## src/rtl/pipe_ctrl.sv

```systemverilog
// Stall/flush sequencer for the 5-stage pipeline: per-stage enables, bubbles and PC-select strobes,
// plus a long-stall FSM with a sticky watchdog flag and a count of cycles in which IF is held.
module pipe_ctrl #(
  parameter int TIMEOUT = 1024,
  parameter int CNT_W   = 32
) (
  input  logic             i_clk,
  input  logic             i_rst_n,
  input  logic             i_hz_data,
  input  logic             i_ic_busy,
  input  logic             i_dc_busy,
  input  logic             i_br_taken,
  input  logic             i_md_start,
  input  logic             i_md_done,
  input  logic             i_trap,
  output logic             o_ce_if,
  output logic             o_ce_id,
  output logic             o_ce_ex,
  output logic             o_ce_ma,
  output logic             o_ce_wb,
  output logic             o_fl_id,
  output logic             o_fl_ex,
  output logic             o_fl_ma,
  output logic             o_pc_br,
  output logic             o_pc_trap,
  output logic             o_md_abort,
  output logic [1:0]       o_state,
  output logic             o_timeout,
  output logic [CNT_W-1:0] o_stall_cnt
);

  typedef enum logic [1:0] {
    ST_INIT  = 2'd0,
    ST_RUN   = 2'd1,
    ST_DWAIT = 2'd2,
    ST_MWAIT = 2'd3
  } state_t;

  // The watchdog saturates at its terminal value, so it only needs enough bits to reach TIMEOUT-1.
  localparam int WD_W = (TIMEOUT > 2) ? $clog2(TIMEOUT) : 1;
  localparam logic [WD_W-1:0] WD_LAST = WD_W'((TIMEOUT > 0) ? TIMEOUT - 1 : 0);

  state_t           state_q, state_d;
  logic [WD_W-1:0]  wd_q, wd_d;
  logic             timeout_q, timeout_d;
  logic [CNT_W-1:0] stall_q, stall_d;
  logic             wait_q, wait_d;

  always_comb begin
    o_ce_if    = 1'b1;
    o_ce_id    = 1'b1;
    o_ce_ex    = 1'b1;
    o_ce_ma    = 1'b1;
    o_ce_wb    = 1'b1;
    o_fl_id    = 1'b0;
    o_fl_ex    = 1'b0;
    o_fl_ma    = 1'b0;
    o_pc_br    = 1'b0;
    o_pc_trap  = 1'b0;
    o_md_abort = 1'b0;
    state_d    = state_q;
    case (state_q)
      ST_INIT: begin
        {o_ce_if, o_ce_id, o_ce_ex, o_ce_ma, o_ce_wb} = 5'b00000;
        {o_fl_id, o_fl_ex, o_fl_ma} = 3'b111;
        state_d = ST_RUN;
      end
      // DWAIT behaves like RUN once the D-cache frees up, so both share one rule chain.
      ST_RUN, ST_DWAIT: begin
        if (i_dc_busy) begin
          {o_ce_if, o_ce_id, o_ce_ex, o_ce_ma, o_ce_wb} = 5'b00000;
          state_d = ST_DWAIT;
        end else if (i_trap) begin
          {o_fl_id, o_fl_ex, o_fl_ma} = 3'b111;
          o_pc_trap  = 1'b1;
          o_md_abort = i_md_start;
          state_d    = ST_RUN;
        end else if (i_md_start && !i_md_done) begin
          {o_ce_if, o_ce_id, o_ce_ex} = 3'b000;
          o_fl_ma = 1'b1;
          state_d = ST_MWAIT;
        end else begin
          state_d = ST_RUN;
          if (i_br_taken) begin
            o_fl_id = 1'b1;
            o_fl_ex = 1'b1;
            o_pc_br = 1'b1;
          end else if (i_hz_data) begin
            o_ce_if = 1'b0;
            o_ce_id = 1'b0;
            o_fl_ex = 1'b1;
          end else if (i_ic_busy) begin
            o_ce_if = 1'b0;
            o_fl_id = 1'b1;
          end
        end
      end
      ST_MWAIT: begin
        if (i_dc_busy) begin
          {o_ce_if, o_ce_id, o_ce_ex, o_ce_ma, o_ce_wb} = 5'b00000;
        end else if (i_trap) begin
          {o_fl_id, o_fl_ex, o_fl_ma} = 3'b111;
          o_pc_trap  = 1'b1;
          o_md_abort = 1'b1;
          state_d    = ST_RUN;
        end else if (i_md_done) begin
          o_fl_id = i_br_taken;
          o_fl_ex = i_br_taken;
          o_pc_br = i_br_taken;
          state_d = ST_RUN;
        end else begin
          {o_ce_if, o_ce_id, o_ce_ex} = 3'b000;
          o_fl_ma = 1'b1;
        end
      end
      default: state_d = ST_INIT;
    endcase
  end

  always_comb begin
    wait_q    = (state_q == ST_DWAIT) || (state_q == ST_MWAIT);
    wait_d    = (state_d == ST_DWAIT) || (state_d == ST_MWAIT);
    wd_d      = '0;
    if (wait_q) wd_d = (wd_q == WD_LAST) ? wd_q : wd_q + 1'b1;
    timeout_d = timeout_q | ((TIMEOUT != 0) && wait_q && wait_d && (wd_q == WD_LAST));
    stall_d   = stall_q;
    if ((state_q != ST_INIT) && !o_ce_if) stall_d = stall_q + 1'b1;
  end

  always_ff @(posedge i_clk or negedge i_rst_n) begin
    if (!i_rst_n) begin
      state_q   <= ST_INIT;
      wd_q      <= '0;
      timeout_q <= 1'b0;
      stall_q   <= '0;
    end else begin
      state_q   <= state_d;
      wd_q      <= wd_d;
      timeout_q <= timeout_d;
      stall_q   <= stall_d;
    end
  end

  assign o_state     = state_q;
  assign o_timeout   = timeout_q;
  assign o_stall_cnt = stall_q;

endmodule
```

## config.mk

```make
export PLATFORM = sky130hd
export DESIGN_NAME = pipe_ctrl
export DESIGN_NICKNAME = d
export VERILOG_FILES = /design/src/rtl/pipe_ctrl.sv
export SDC_FILE = /design/constraint.sdc
export NUM_CORES = 1
export LEC_CHECK = 0
export CORE_MARGIN = 2
export CORE_UTILIZATION = 30
export DETAILED_ROUTE_END_ITERATION = 8
export DONT_BUFFER_PORTS = 1
export GPL_TIMING_DRIVEN = 0
export PLACE_DENSITY = 0.4
export SLEW_MARGIN = 20
export SYNTH_ARGS = -nofsm -noshare
export SYNTH_HDL_FRONTEND = slang
export SYNTH_SLANG_ARGS = --single-unit
```

## constraint.sdc

```tcl
create_clock -name i_clk -period 2.45 [get_ports i_clk]
set_clock_uncertainty 0.15 [all_clocks]
set_input_delay 0.1225 -clock i_clk [delete_from_list [all_inputs] [get_ports i_clk]]
set_output_delay 0.1225 -clock i_clk [all_outputs]
set_load 0.01 [all_outputs]
```

* Yosys cells after proc, flatten, opt, wreduce, memory -nomap -nowiden
Index checks and enable logic that the tools add are counted.
** Cells by class
- Add/sub/neg operators :: 2
- Multiply operators :: 0
- Div/mod/pow operators :: 0
- Order comparisons :: 0
- Eq/ne operators :: 7
- Shift operators :: 0
- Mux-type cells :: 67
- Bitwise logic cells :: 1
- Reductions and logical operators :: 12
** Operator list (count)
- $mux W1 :: 49
- $add A32 B1 Y32 const B :: 1
- $mux W10 :: 2
- $pmux W1 S3 :: 6
- $mux W2 :: 6
- $add A10 B1 Y10 const B :: 1
- $eq A10 B10 Y1 const B :: 1
- $eq A2 B2 Y1 const B :: 4
- $pmux W1 S2 :: 3
- $pmux W2 S3 :: 1
- $logic_and A1 B1 Y1 :: 4
- $reduce_or A3 Y1 :: 1
- $eq A2 B1 Y1 const B :: 1
- $logic_not A1 Y1 :: 2
- $logic_not A2 Y1 :: 1
- $logic_or A1 B1 Y1 :: 2
- $ne A2 B2 Y1 const B :: 1
- $reduce_bool A2 Y1 :: 1
- $reduce_or A2 Y1 :: 1
- $or A1 B1 Y1 :: 1
** Word-level totals
- Flip-flop bits (word level) :: 45
- Latch bits :: 0
- RAM bits :: 0
- ROM bits :: 0
- Bits of input ports :: 9
- Output and inout bits :: 46
- Logic and storage cells :: 93
- Memories :: 0

* Longest topological paths before layout
- Depth in word-level cells :: 11
- Gate-level depth with buffers :: 9
- Mapped depth without buffers :: 7

* Worst setup path after synthesis
OpenSTA, ideal clock, no wires.
- Path type :: flip-flop to flip-flop
- Start point :: register state_q[1], in the netlist o_state[1]
- End point :: register stall_q[25], in the netlist o_stall_cnt[25]
- Setup time :: 132 ps
- Arrival time :: 2001 ps
- Required time :: 2168 ps
- Path slack :: 167 ps
- Stages on the path, launching flop included :: 9
- Path buffers :: 1
- Period minus slack after synthesis :: 2283 ps
- Path through :: dfrtp_1 inv_1 ha_1 nand2b_1 a2111o_1 a21oi_4 buf_2 nor3_1 xor2_1
** Between the ends
- Word-level cells in the longest chain between the ends :: 5
- Elaborated cells between the ends (all ways) :: 9
- Classes of those cells :: 3 x eq/ne; 1 x mux; 5 x reduce/logical
** RTL lines
- start, declared :: RTL line 43 : state_t state_q, state_d;
- start signal, assigned :: RTL line 137 : state_q <= state_d;
- $eq A2 B2 Y1 or $eq A2 B1 Y1 (tied branches) :: RTL line 62 : case (state_q)
- $reduce_or A2 Y1 :: RTL line 62
- $pmux W1 S3 :: RTL line 62
- $logic_not A1 Y1 :: RTL line 127 : if ((state_q != ST_INIT) && !o_ce_if) stall_d = stall_q + 1'b1;
- $logic_and A1 B1 Y1 * :: RTL line 127
- end signal, assigned :: RTL line 140 : stall_q <= stall_d;
- end, declared :: RTL line 46 : logic [CNT_W-1:0] stall_q, stall_d;
Mark *: on every way between the ends. The rest lies on a longest branch, timed or not.
A chain may end at the register's enable or synchronous reset.

* Worst setup path in the final report
- Start point :: register state_q[0], in the netlist o_state[0]
- End point :: register stall_q[7], in the netlist o_stall_cnt[7]
Same word-level chain as after synthesis.

==> run metrics <==
initial antenna violation count 0; worst r2r dst o_stall_cnt[7]; routed wire length 5917 um; DR vias/cell 4.995; met3 GRT Util 4.348%; port bufs 0; Max H-tree Level 2; CTS clk-pin slew, worst paths 0.07 ns; Max clock buf depth 2; Hold Crit Start i_md_start; Syn Nets 274; initial detailed-routing violation count 45; final RePlAce weighted congestion 0.7331; sequential-to-total area share from yosys stat between 40% and 50%; Mean Syn Cell Area 9.709 um2; critical path launch point type flop; CP peak stage delay 0.47 ns; crit path cell chain inv_1, ha_1, buf_2, a2111o_1, a21oi_4, buf_6, nor3_1, xor2_1; final net count 286; Max VDD drop 0.5009 mV; CTS root buf clkbuf_8; total core area approximately 0.008 mm2; Distinct cells, synth 47; via count between 1500 and 2000; die area around 0.0091 mm2; Leak 0.001135 uW; Post-Syn Instances 258; Most Crowded Layer GR met2; layout cells sized above 1 13.70%; synthesized flop and latch total 45; setup violators final 0; count leader, synth dfrtp_1; GRT Total Usage between 10 and 15%; number of flops mapped to enable cells by yosys 0; ys async rst share 100.0%; fin. max-slew vios 0; setup_tns 0 ns; Pwr Density 841.9 mW/mm2; Slowest cell on crit path a2111o_1; synth warn 0; RSZ-0062 raised after global routing false; worst-margin pin slew around 0.66 ns; HP Class in -> reg; TritonCTS clock tree yes; WP data required 2.47 ns; R2R depth 8; # fillers approximately 830; DRC violations left 0; RR Startpoint o_state[0]; Post-synth top cells dfrtp_1, nor3_1, xor2_1; count of maximum capacitance violations 0; largest net degree at the start of global routing 46; dpl ws -0.2880 ns; DRT Pass-1 Iters 4; diodes inserted 0; Primary FF master, synth dfrtp_1; die extent in y about 95 um; site row count 33; Setup CP Type reg -> reg; post-route ant nets 0; Rel. slew slack a little under three fifths; vias in the first global route 1914; Final min period roughly 2.3 ns; post-route setup slack 0.1375 ns; leading area contributor after synthesis dfrtp_1; Min-Delay Endpoint o_state[1]; met2 Use GR between 20% and 30%; Max Fclk 432.4 MHz; clk sinks 45; CP Capture Type flop; Period Utilization, post-route 94.39%; first-pass GRT wire length 9818 um; initial core utilization between 30% and 40%; clk_lat worst skew 0.30 ns; area grow syn2layout 12.89%; top cell type's share of synthesized area 44.96%; Ports 55; Routed WL per cell between 15 and 20 um; hold depth 4; CP max FO 10; Remaining Overflow, GRT 0; Synth area leaders dfrtp_1, xor2_1, xnor2_1; endpoints failing hold 0; Global Route met1 Usage 18.09%; status complete, no violations; Horiz. Die Dim 95.38 um; reg2reg setup slack roughly 0.14 ns; HPWL Detailed roughly 4100 um; Syn Std Cell Area 0.002505 mm2; CTS Buf Count 5; CP Data Arrival Time approximately 2.3 ns
-- final cells by class --
class,instances,area [um2],area share (%)
multi-input cells,190,1286,45.49
flip-flops and latches,45,1130,39.96
well taps,105,131.4,4.646
clock buffers,6,82.58,2.920
plain buffers,10,78.83,2.788
repair buffers,5,62.56,2.212
inverters,13,48.80,1.726
clock inverters,1,7.507,0.2655
-- timing repair --
action                     in CTS  in global routing
pin swaps                       2                  3
setup endpoints to repair      32                 22
hold endpoints to repair       46                  0
resized for setup               9                  4
hold buffers                    3                  0
setup buffers                   2                  0
-- registers in the layout, summed over array words and instances, names as in the netlist --
register	cells
o_stall_cnt	32
o_timeout	1
o_state	2
wd_q	10
-- per-layer routing --
layer  vias to the layer above  wire length, um  part of all wire, %
met5                         -                0                    0
met4                         0               61                  1.0
met3                         6              323                  5.5
met2                        40             2800                   47
met1                       900             2732                   46
li1                        927                -                    -
-- power breakdown --
part           switching (uW)  internal [uW]  total, uW
combinational             527            373        901
clock                     259            224        483
sequential                164            833        997
-- layout by cell type (no fill, tap or decap), drive strengths merged, types with 7 or more instances in the layout --
cell type   n
a21oi       8
buf        11
clkbuf      8
dfrtp      45
ha          7
inv        13
nand2      19
nand3      21
nand4      15
nor2       20
nor3       23
xnor2      15
xor2       21
-- how the worst max path moves through the flow --
stage	from	to	slack, ns	cells past startpoint
floorplan	o_state[1]	o_stall_cnt[25]	0.17	8
global placement	o_state[1]	o_stall_cnt[27]	-0.29	9
detailed placement	o_state[1]	o_stall_cnt[27]	-0.29	9
CTS	o_stall_cnt[5]	o_stall_cnt[26]	0.06	5
global route	o_state[0]	o_stall_cnt[7]	0.0008	8
finish	o_state[0]	o_stall_cnt[7]	0.14	8
-- metrics by stage --
| step | hold WS [ns] | total power [uW] | instances | util [%] | cell area (um2) |
|---|---|---|---|---|---|
| floorplan | -0.3231 | 1591 | 258 | - | 2505 |
| global placement | -0.3199 | 1790 | 363 | 32.41 | 2636 |
| detailed placement | -0.3197 | 1790 | 363 | 32.41 | 2636 |
| CTS | 0.03855 | 2410 | 375 | 34.66 | 2819 |
| global route | 0.1060 | 2582 | 375 | 34.76 | 2828 |
| finish | 0.04456 | 2381 | 375 | 34.76 | 2828 |
-- logic make-up after synthesis --
kind of cell,Yosys count,share of synthesized area (%)
AND/OR/NAND/NOR,121,26.52
buffers and inverters,23,4.496
multiplexers,1,0.3996
flip-flops,45,44.96
XOR/XNOR,36,12.59
AO/OA/AOI/OAI,25,7.543
adder cells (fa/ha/maj),7,3.496
-- worst max-delay path: cells and delay by family, from the launching register on --
family / cells / cell delay, ns
compound gates: 2 / 0.72
xor+xnor: 1 / 0.16
fa+ha+maj: 1 / 0.21
buf+inv: 3 / 0.48
flops: 1 / 0.42
simple gates: 1 / 0.07
No activity file was read; power rests on OpenSTA's default activity.
